$ cat config.mk
export PLATFORM = sky130hd
export DESIGN_NAME = wrap_counter_flat
export DESIGN_NICKNAME = d
export VERILOG_FILES = /design/src/rtl/wrap_counter_pkg.sv /design/src/rtl/wrap_counter_if.sv /design/src/rtl/wrap_counter_bin2bcd.sv /design/src/rtl/wrap_counter.sv /design/src/flat_wrapper.sv
export SDC_FILE = /design/constraint.sdc
export NUM_CORES = 1
export LEC_CHECK = 0
export ABC_AREA = 1
export CAP_MARGIN = 20
export CORE_ASPECT_RATIO = 0.75
export CORE_UTILIZATION = 37
export DETAILED_ROUTE_END_ITERATION = 10
export GPL_ROUTABILITY_DRIVEN = 0
export PLACE_DENSITY = 0.74
export SYNTH_ARGS = -nofsm -noshare
export SYNTH_HDL_FRONTEND = slang
export SYNTH_SLANG_ARGS = --single-unit
$ cat constraint.sdc
create_clock -name clk -period 4.2 [get_ports clk]
set_input_delay 0.84 -clock clk [delete_from_list [all_inputs] [get_ports clk]]
set_output_delay 0.84 -clock clk [all_outputs]
set_load 0.01 [all_outputs]
$ cat src/rtl/wrap_counter_pkg.sv
// Shared calendar-field constants and small helpers for wrap_counter and its callers.
// Each field is a MIN/MAX/RESET triple passed to wrap_counter as parameters.
package wrap_counter_pkg;

    localparam int SEC_MIN     = 0;
    localparam int SEC_MAX     = 59;
    localparam int SEC_RESET   = 0;

    localparam int MIN_MIN     = 0;
    localparam int MIN_MAX     = 59;
    localparam int MIN_RESET   = 0;

    localparam int HOUR_MIN    = 0;
    localparam int HOUR_MAX    = 23;
    localparam int HOUR_RESET  = 0;

    localparam int DAY_MIN     = 1;
    localparam int DAY_MAX     = 31;
    localparam int DAY_RESET   = 1;

    localparam int MONTH_MIN   = 1;
    localparam int MONTH_MAX   = 12;
    localparam int MONTH_RESET = 1;

    localparam int YEAR_MIN    = 1;
    localparam int YEAR_MAX    = 60;
    localparam int YEAR_RESET  = 1;

    // One field description, handy for display code that walks all fields.
    typedef struct packed {
        logic [15:0] min_val;
        logic [15:0] max_val;
        logic [15:0] reset_val;
    } field_cfg_t;

    localparam field_cfg_t SEC_CFG   = '{16'(SEC_MIN),   16'(SEC_MAX),   16'(SEC_RESET)};
    localparam field_cfg_t MIN_CFG   = '{16'(MIN_MIN),   16'(MIN_MAX),   16'(MIN_RESET)};
    localparam field_cfg_t HOUR_CFG  = '{16'(HOUR_MIN),  16'(HOUR_MAX),  16'(HOUR_RESET)};
    localparam field_cfg_t DAY_CFG   = '{16'(DAY_MIN),   16'(DAY_MAX),   16'(DAY_RESET)};
    localparam field_cfg_t MONTH_CFG = '{16'(MONTH_MIN), 16'(MONTH_MAX), 16'(MONTH_RESET)};
    localparam field_cfg_t YEAR_CFG  = '{16'(YEAR_MIN),  16'(YEAR_MAX),  16'(YEAR_RESET)};

    // What the counter does in a given cycle, in priority order below clear.
    typedef enum logic [2:0] {
        ACT_HOLD,
        ACT_LOAD,
        ACT_LOAD_ERR,
        ACT_UP,
        ACT_DOWN,
        ACT_CLAMP
    } step_act_e;

    function automatic longint pow10(input int n);
        longint p;
        p = 1;
        for (int i = 0; i < n; i++) begin
            p = p * 10;
        end
        return p;
    endfunction

endpackage

$ cat src/rtl/wrap_counter_if.sv
// Control/status bundle of one wrap_counter field; master drives requests, slave is the counter.
interface wrap_counter_if #(
    parameter int WIDTH  = 6,
    parameter int DIGITS = 2
);
    logic                  load;
    logic [WIDTH-1:0]      data;
    logic                  tick;
    logic                  down;
    logic [WIDTH-1:0]      limit;
    logic                  oe;
    logic [WIDTH-1:0]      value;
    logic [WIDTH-1:0]      databus;
    logic [4*DIGITS-1:0]   bcd;
    logic                  carry;
    logic                  borrow;
    logic                  load_err;

    modport master (
        output load, data, tick, down, limit, oe,
        input  value, databus, bcd, carry, borrow, load_err
    );

    modport slave (
        input  load, data, tick, down, limit, oe,
        output value, databus, bcd, carry, borrow, load_err
    );
endinterface

$ cat src/rtl/wrap_counter_bin2bcd.sv
// Combinational binary-to-BCD converter (double dabble); digit 0 sits in bcd[3:0].
module bin2bcd #(
    parameter int WIDTH  = 6,
    parameter int DIGITS = 2
) (
    input  logic [WIDTH-1:0]    bin,
    output logic [4*DIGITS-1:0] bcd
);

    localparam int SW = 4 * DIGITS + WIDTH;

    function automatic logic [4*DIGITS-1:0] dabble(input logic [WIDTH-1:0] b);
        logic [SW-1:0] sr;
        sr = '0;
        sr[WIDTH-1:0] = b;
        for (int i = 0; i < WIDTH; i++) begin
            // Pre-correct any digit >= 5 so the following shift carries correctly.
            for (int d = 0; d < DIGITS; d++) begin
                if (sr[WIDTH + 4*d +: 4] >= 4'd5) begin
                    sr[WIDTH + 4*d +: 4] = sr[WIDTH + 4*d +: 4] + 4'd3;
                end
            end
            sr = sr << 1;
        end
        return sr[WIDTH +: 4*DIGITS];
    endfunction

    always_comb begin
        bcd = dabble(bin);
    end

endmodule

$ cat src/rtl/wrap_counter.sv
// Generic calendar-field counter: counts MIN_VAL..eff_max up or down, wraps with a
// registered carry/borrow pulse, validates loads and clamps when the dynamic limit drops.
module wrap_counter
    import wrap_counter_pkg::*;
#(
    parameter int WIDTH     = 6,
    parameter int MIN_VAL   = 1,
    parameter int MAX_VAL   = 60,
    parameter int RESET_VAL = 1,
    parameter int USE_LIMIT = 0,
    parameter int DIGITS    = 2
) (
    input  logic         clk,
    input  logic         clear,
    wrap_counter_if.slave bus
);

    if ((MAX_VAL >> WIDTH) != 0) begin : g_err_max_width
        $fatal(1, "wrap_counter: MAX_VAL does not fit in WIDTH bits");
    end
    if (MIN_VAL > MAX_VAL) begin : g_err_min_max
        $fatal(1, "wrap_counter: MIN_VAL exceeds MAX_VAL");
    end
    if (RESET_VAL < MIN_VAL || RESET_VAL > MAX_VAL) begin : g_err_reset
        $fatal(1, "wrap_counter: RESET_VAL outside [MIN_VAL, MAX_VAL]");
    end
    if (pow10(DIGITS) <= longint'(MAX_VAL)) begin : g_err_digits
        $fatal(1, "wrap_counter: DIGITS too small for MAX_VAL");
    end

    localparam logic [WIDTH-1:0] MIN_W   = WIDTH'(MIN_VAL);
    localparam logic [WIDTH-1:0] MAX_W   = WIDTH'(MAX_VAL);
    localparam logic [WIDTH-1:0] RESET_W = WIDTH'(RESET_VAL);

    logic [WIDTH-1:0] value_q, value_d;
    logic             carry_q, carry_d;
    logic             borrow_q, borrow_d;
    logic             load_err_q, load_err_d;

    logic [WIDTH-1:0] lim_clip;
    logic [WIDTH-1:0] lim_floor;
    logic [WIDTH-1:0] eff_max;
    logic             data_below_min;
    logic             load_ok;
    step_act_e        act;

    assign lim_clip = (bus.limit < MAX_W) ? bus.limit : MAX_W;

    // With MIN_VAL = 0 the lower-bound checks are vacuous, so they are left out entirely.
    if (MIN_VAL > 0) begin : g_min_pos
        assign data_below_min = (bus.data < MIN_W);
        assign lim_floor      = (lim_clip < MIN_W) ? MIN_W : lim_clip;
    end else begin : g_min_zero
        assign data_below_min = 1'b0;
        assign lim_floor      = lim_clip;
    end

    assign eff_max = (USE_LIMIT != 0) ? lim_floor : MAX_W;
    assign load_ok = !data_below_min && (bus.data <= eff_max);

    always_comb begin
        act = ACT_HOLD;
        if (bus.load) begin
            act = load_ok ? ACT_LOAD : ACT_LOAD_ERR;
        end else if (bus.tick) begin
            act = bus.down ? ACT_DOWN : ACT_UP;
        end else if (value_q > eff_max) begin
            act = ACT_CLAMP;
        end
    end

    always_comb begin
        value_d    = value_q;
        carry_d    = 1'b0;
        borrow_d   = 1'b0;
        load_err_d = 1'b0;
        case (act)
            ACT_LOAD:     value_d = bus.data;
            ACT_LOAD_ERR: load_err_d = 1'b1;
            ACT_UP: begin
                // >= rather than == so a value left above a freshly lowered limit still wraps.
                if (value_q >= eff_max) begin
                    value_d = MIN_W;
                    carry_d = 1'b1;
                end else begin
                    value_d = value_q + WIDTH'(1);
                end
            end
            ACT_DOWN: begin
                if (value_q <= MIN_W) begin
                    value_d  = eff_max;
                    borrow_d = 1'b1;
                end else begin
                    value_d = value_q - WIDTH'(1);
                end
            end
            ACT_CLAMP:    value_d = eff_max;
            default:      value_d = value_q;
        endcase
    end

    always_ff @(posedge clk) begin
        if (clear) begin
            value_q    <= RESET_W;
            carry_q    <= 1'b0;
            borrow_q   <= 1'b0;
            load_err_q <= 1'b0;
        end else begin
            value_q    <= value_d;
            carry_q    <= carry_d;
            borrow_q   <= borrow_d;
            load_err_q <= load_err_d;
        end
    end

    assign bus.value    = value_q;
    assign bus.carry    = carry_q;
    assign bus.borrow   = borrow_q;
    assign bus.load_err = load_err_q;
    assign bus.databus  = bus.oe ? value_q : '0;

    logic [4*DIGITS-1:0] bcd_w;

    bin2bcd #(
        .WIDTH  (WIDTH),
        .DIGITS (DIGITS)
    ) u_bin2bcd (
        .bin (value_q),
        .bcd (bcd_w)
    );

    assign bus.bcd = bcd_w;

endmodule

$ cat src/flat_wrapper.sv
// flat-port wrapper written by rule: the top's interface ports become plain ports
module wrap_counter_flat import wrap_counter_pkg::*;
#(
    parameter int WIDTH     = 6,
    parameter int MIN_VAL   = 1,
    parameter int MAX_VAL   = 60,
    parameter int RESET_VAL = 1,
    parameter int USE_LIMIT = 0,
    parameter int DIGITS    = 2
)
  (clk, clear, bus_load, bus_data, bus_tick, bus_down, bus_limit, bus_oe, bus_value, bus_databus, bus_bcd, bus_carry, bus_borrow, bus_load_err);
  wrap_counter_if #(.WIDTH(WIDTH), .DIGITS(DIGITS)) bus_i ();
  input  logic clk;
  input  logic clear;
  input wire logic [$bits(bus_i.load)-1:0] bus_load;
  input wire logic [$bits(bus_i.data)-1:0] bus_data;
  input wire logic [$bits(bus_i.tick)-1:0] bus_tick;
  input wire logic [$bits(bus_i.down)-1:0] bus_down;
  input wire logic [$bits(bus_i.limit)-1:0] bus_limit;
  input wire logic [$bits(bus_i.oe)-1:0] bus_oe;
  output wire logic [$bits(bus_i.value)-1:0] bus_value;
  output wire logic [$bits(bus_i.databus)-1:0] bus_databus;
  output wire logic [$bits(bus_i.bcd)-1:0] bus_bcd;
  output wire logic [$bits(bus_i.carry)-1:0] bus_carry;
  output wire logic [$bits(bus_i.borrow)-1:0] bus_borrow;
  output wire logic [$bits(bus_i.load_err)-1:0] bus_load_err;
  assign bus_i.load = bus_load;
  assign bus_i.data = bus_data;
  assign bus_i.tick = bus_tick;
  assign bus_i.down = bus_down;
  assign bus_i.limit = bus_limit;
  assign bus_i.oe = bus_oe;
  assign bus_value = bus_i.value;
  assign bus_databus = bus_i.databus;
  assign bus_bcd = bus_i.bcd;
  assign bus_carry = bus_i.carry;
  assign bus_borrow = bus_i.borrow;
  assign bus_load_err = bus_i.load_err;
  wrap_counter #(.WIDTH(WIDTH), .MIN_VAL(MIN_VAL), .MAX_VAL(MAX_VAL), .RESET_VAL(RESET_VAL), .USE_LIMIT(USE_LIMIT), .DIGITS(DIGITS)) u_core (.clk(clk), .clear(clear), .bus(bus_i));
endmodule
Word level (Yosys, flattened, before mapping)
Cells that the tools add are included.
{ "word_totals": {"reg_bits": 9, "inputBits": 18, "output_inout_bits": 23, "elab_cells": 62} }
{ "op_classes": {"addsub": 11, "n_lt_le_gt_ge": 14, "eq_ne": 5, "mux": 21, "bitwise_logic": 2, "reduce_logical": 5} }
{ "ops": {"columns": ["operator", "n"], "rows": [
  ["$ge 4x3->1 const B", 7],
  ["$mux 3", 9],
  ["$pmux 6 s4", 1],
  ["$mux 6", 3],
  ["$add 4x2->4 const B", 4],
  ["$mux 4", 4],
  ["$add 3x2->3 const B", 3],
  ["$add 6x1->6 const B", 1],
  ["$eq 3x2->1 const B", 2],
  ["$eq 3x3->1 const B", 2],
  ["$ge 6x6->1 const B", 1],
  ["$gt 6x6->1 const B", 1],
  ["$le 6x1->1 const B", 1],
  ["$le 6x6->1 const B", 1],
  ["$lt 6x1->1 const B", 1],
  ["$sub 6x1->6 const B", 1],
  ["$reduce_bool 4->1", 1],
  ["$reduce_or 2->1", 2],
  ["$add 1x2->3 const AB", 1],
  ["$add 1x2->3 const B", 1],
  ["$eq 3x1->1 const B", 1],
  ["$ge 1x3->1 const AB", 1],
  ["$ge 1x3->1 const B", 1],
  ["$mux 1", 3],
  ["other kinds (4)", 5]
]} }

Depth between registers and ports, before layout
{ "depth": {"word_depth": 10, "depth_mapped": 19, "depth_no_buf": 18} }

Cells and area by module
From an unflattened synthesis, not the netlist that was laid out.
{ "hier_totals": {"hier_cells": 214, "hier_area_um2": 1241.2} }
{ "modules_own_cells": {"columns": ["module", "n_inst", "cells_each", "area_each_um2", "seq_area_each_um2"], "rows": [
  ["wrap_counter", 1, 151, 893.4, 180.2],
  ["bin2bcd", 1, 63, 347.8, 0.0]
]} }

Worst setup path after synthesis
No wires, ideal clock.
{ "synth_timing": {"kind": "reg-to-output", "start": "reg u_core.value_q[3], in the netlist u_core.bus.value[3]", "end": "out bus_bcd[4]", "arrival_time_ps": 2726, "required_time_ps": 3360, "setup_slack_ps": 634, "path_stages_with_launch": 18, "n_path_buf": 1, "cell_sequence": "dfxtp_1 -> buf_2 -> inv_1 -> ha_1 -> inv_1 -> ha_1 -> inv_1 -> nand2_2 -> xor2_1 -> ha_1 -> inv_1 -> or2_2 -> nand3_1 -> nand2_2 -> nand2_2 -> nand3_2 -> nand2_2 -> xor2_1"} }
{ "synth_via": {"elab_chain_cells": 6, "elab_cells_between_ends": 9, "classes_between": "3 x add/sub; 3 x order compare; 3 x mux"} }
{ "synth_rtl": {"columns": ["element", "line", "text"], "rows": [
  ["start: declaration", "wrap_counter.sv:35", "logic [WIDTH-1:0] value_q, value_d;"],
  ["start signal: assignment", "wrap_counter.sv:109", "value_q <= value_d;"],
  ["$add 4x2->4 or $ge 4x3->1 (tied branches)", "wrap_counter_bin2bcd.sv:20, wrap_counter_bin2bcd.sv:19", null],
  ["$mux 4 *", "wrap_counter_bin2bcd.sv:19", "if (sr[WIDTH + 4*d +: 4] >= 4'd5) begin"],
  ["$add 4x2->4 or $ge 4x3->1 (tied branches)", "wrap_counter_bin2bcd.sv:20, wrap_counter_bin2bcd.sv:19", null],
  ["$mux 4 *", "wrap_counter_bin2bcd.sv:19", null],
  ["$add 4x2->4 or $ge 4x3->1 (tied branches)", "wrap_counter_bin2bcd.sv:20, wrap_counter_bin2bcd.sv:19", null],
  ["$mux 4 *", "wrap_counter_bin2bcd.sv:19", null],
  ["end: declaration", "flat_wrapper.sv:23", "output wire logic [$bits(bus_i.bcd)-1:0] bus_bcd;"]
]} }
Every way passes the cells marked *; elsewhere a longest branch is shown, timed or not.

Final worst setup path
{ "layout_timing": {"start": "reg u_core.value_q[3], in the netlist u_core.bus.value[3]", "end": "out bus_bcd[3]"} }
Same word-level chain as after synthesis.

==> flow_metrics.env <==
export IMPL_status="finished, final reports clean"
export IMPL_ys_ff_latch=9
export IMPL_worstRegToRegCells=10
export IMPL_post_route_period_util=0.947
export IMPL_rows=17
export IMPL_synth_cell_type_count=28
export IMPL_startpoint="u_core.bus.value[3]"
export IMPL_io_pins=41
export IMPL_grtUsageTotal=0.200
export IMPL_cts_sinks=9
export IMPL_hold_violations=0
export IMPL_async_flop_share=0
export IMPL_die_y_um=52.1
export IMPL_antenna_found_initial=0
export IMPL_drv_cap=0
export IMPL_dpl_cell_count=279
export IMPL_fin_cells=284
export IMPL_endpoint="bus_bcd[3]"
export IMPL_worstSkewPairLatency_ns=0.24
export IMPL_htree_levels=1
export IMPL_holdWs_ns=0.662
export IMPL_final_nets=275
export IMPL_fill_cells=305
export IMPL_cts_buffers=3
export IMPL_antenna_diode_count=0
export IMPL_endpoint_kind="primary output"
export IMPL_hold_class="flip-flop to flip-flop"
export IMPL_dp_slack_ns=0.206
export IMPL_syn_area_per_cell_um2=5.90
export IMPL_synth_flop_cell="dfxtp_1"
export IMPL_grt_pass1_vias=1253
export IMPL_crit_type="flip-flop to primary output"
export IMPL_via_count=1409
export IMPL_wl_per_cell_um=11.5
export IMPL_min_period_ns=3.98
export IMPL_setup_viol=0
export IMPL_peakVddDrop_uv=191
export IMPL_drive_above_1_share=0.126
export IMPL_cts_tree="done"
export IMPL_die_w_um=68.8
export IMPL_die_area_um2=3590
export IMPL_mostFrequentLayoutCells="nand2_1, inv_1, clkdlybuf4s50_1"
export IMPL_grt_pass1_wl_um=5400
export IMPL_portBuffers=33
export IMPL_setup_slack_ns=0.222
export IMPL_finalClockSkew_ns=0.0102
export IMPL_syn_to_final_growth_pct=37.5
export IMPL_synth_edf_count=0
export IMPL_syn_inst=210
export IMPL_clk_path_buf_depth=2
export IMPL_regToRegSetupSlack_ns=2.18
export IMPL_p_leak_nw=0.891
export IMPL_power_density_nw_per_um2=296
export IMPL_reg2reg_to="u_core.bus.value[3]"
export IMPL_wirelength_um=3270
export IMPL_core_um2=3060
export IMPL_grt_start_max_net_pins=14
export IMPL_drv_slew=0
export IMPL_start_util=0.404
export IMPL_ctsHoldBuffers=0
export IMPL_syn_nets=238
export IMPL_synth_area_um2=1240
export IMPL_crit_fanout=5
export IMPL_seq_area_frac_synth=0.145
export IMPL_vias_per_cell=4.96
export IMPL_fmax_mhz=251
export IMPL_ant_nets=0
export IMPL_drc=0
export IMPL_startpoint_type="flip-flop"
export IMPL_drt_iter0_markers=53
export IMPL_clockRootBuffer="clkbuf_8"
export IMPL_final_area_um2=1700
export IMPL_dpl_cell_area_um2=1600
export IMPL_final_common_cell="nand2_1"
export IMPL_ys_warn_count=0
export IMPL_setup_tns_ns=0
export IMPL_grt_overflow_total=0
export IMPL_dr_pass1_iters=4
export IMPL_arrival_ns=3.14
export IMPL_critPathRequiredTime_ns=3.36
export IMPL_r2r_start="u_core.bus.value[0]"
export IMPL_post_dp_hpwl_um=2500
export IMPL_clk_pin_slew_ns=0.05
==> power by group <==
part	leakage [nW]	switching (mW)	internal (mW)	total, mW
Clock	0.0228	0.0383	0.0665	0.105
Combinational	0.794	0.161	0.134	0.295
Sequential	0.0743	0.0116	0.0924	0.104
==> metrics by stage <==
step           utilization  total power, mW
6_report             0.556            0.504
5_1_grt              0.556            0.547
4_1_cts              0.539            0.494
3_5_place_dp         0.522            0.384
3_3_place_gp         0.522            0.381
2_1_floorplan            -            0.277
==> worst max-delay path, stage by stage (launching register included) <==
cell,delay (ns)
dfxtp_1,0.33
inv_4,0.11
ha_2,0.21
inv_1,0.05
ha_1,0.19
inv_2,0.09
nand2_4,0.08
xor2_4,0.18
ha_2,0.20
inv_1,0.05
or2_2,0.26
nand3_1,0.11
nand2_2,0.11
nand2_2,0.09
nand3_2,0.11
nand2_4,0.12
nand2_1,0.05
inv_1,0.04
clkdlybuf4s50_1,0.52
==> sequential cells by signal (all words and copies together) (netlist names) <==
signal,count
u_core.bus.borrow,1
u_core.bus.load_err,1
u_core.bus.carry,1
u_core.bus.value,6
==> Yosys cell counts (2+ instances only) <==
library cell	n	area, um2
buf_6	2	22.5
nand2_1	43	161
a21oi_1	6	30.0
o31ai_1	2	15.0
dfxtp_1	9	180
o21ai_0	10	50.1
nor3_1	3	15.0
nand3_2	3	30.0
nor2_1	22	82.6
nand2_4	2	22.5
inv_1	40	150
ha_1	10	125
nand3_1	26	130
xor2_1	4	35.0
nand2_2	9	56.3
buf_4	2	15.0
buf_2	2	10.0
nand4_1	5	31.3
==> worst min-delay path by stage <==
stage | slack, ns | cells after the start | endpoint | startpoint
after global placement | 0.63 | 2 | u_core.bus.value[0] | u_core.bus.value[0]
after CTS | 0.65 | 2 | u_core.bus.value[0] | u_core.bus.value[0]
final | 0.66 | 2 | u_core.bus.value[0] | u_core.bus.value[0]
after detailed placement | 0.65 | 2 | u_core.bus.value[0] | u_core.bus.value[0]
after global routing | 0.69 | 2 | u_core.bus.value[1] | u_core.bus.value[1]
after floorplan | 0.59 | 2 | u_core.bus.value[0] | u_core.bus.value[0]
==> layout make-up <==
class                      instances  area [um2]  area share
sequential                         9         180       0.106
multi-input combinational        155         902       0.530
clock buffer                       4        45.0      0.0265
tap                               38        47.5      0.0279
inverter                          40         153      0.0896
timing repair buffer              38         375       0.220
==> per-layer routing <==
layer	vias to the layer above	track usage	wire length, um
met3	0	0.0461	337
met2	55	0.296	1310
met1	621	0.301	1620
li1	733	-	-
met5	-	0	0
met4	0	0.0102	0
==> logic make-up after synthesis <==
group,after synthesis,synth area share
compound gates,23,0.108
xor+xnor,5,0.0354
simple gates,116,0.447
other cells,1,0.00303
fa+ha+maj,10,0.101
flops,9,0.145
buf+inv,46,0.160
==> what timing repair did <==
| action | CTS | global route |
|---|---|---|
| pin swaps | 0 | 1 |
| resized for setup | 2 | 11 |
| endpoints found under the setup margin | 3 | 4 |
| hold endpoints to repair | 0 | 0 |
| buffers inserted | 0 | 1 |
No activity file was read; power rests on OpenSTA's default activity.
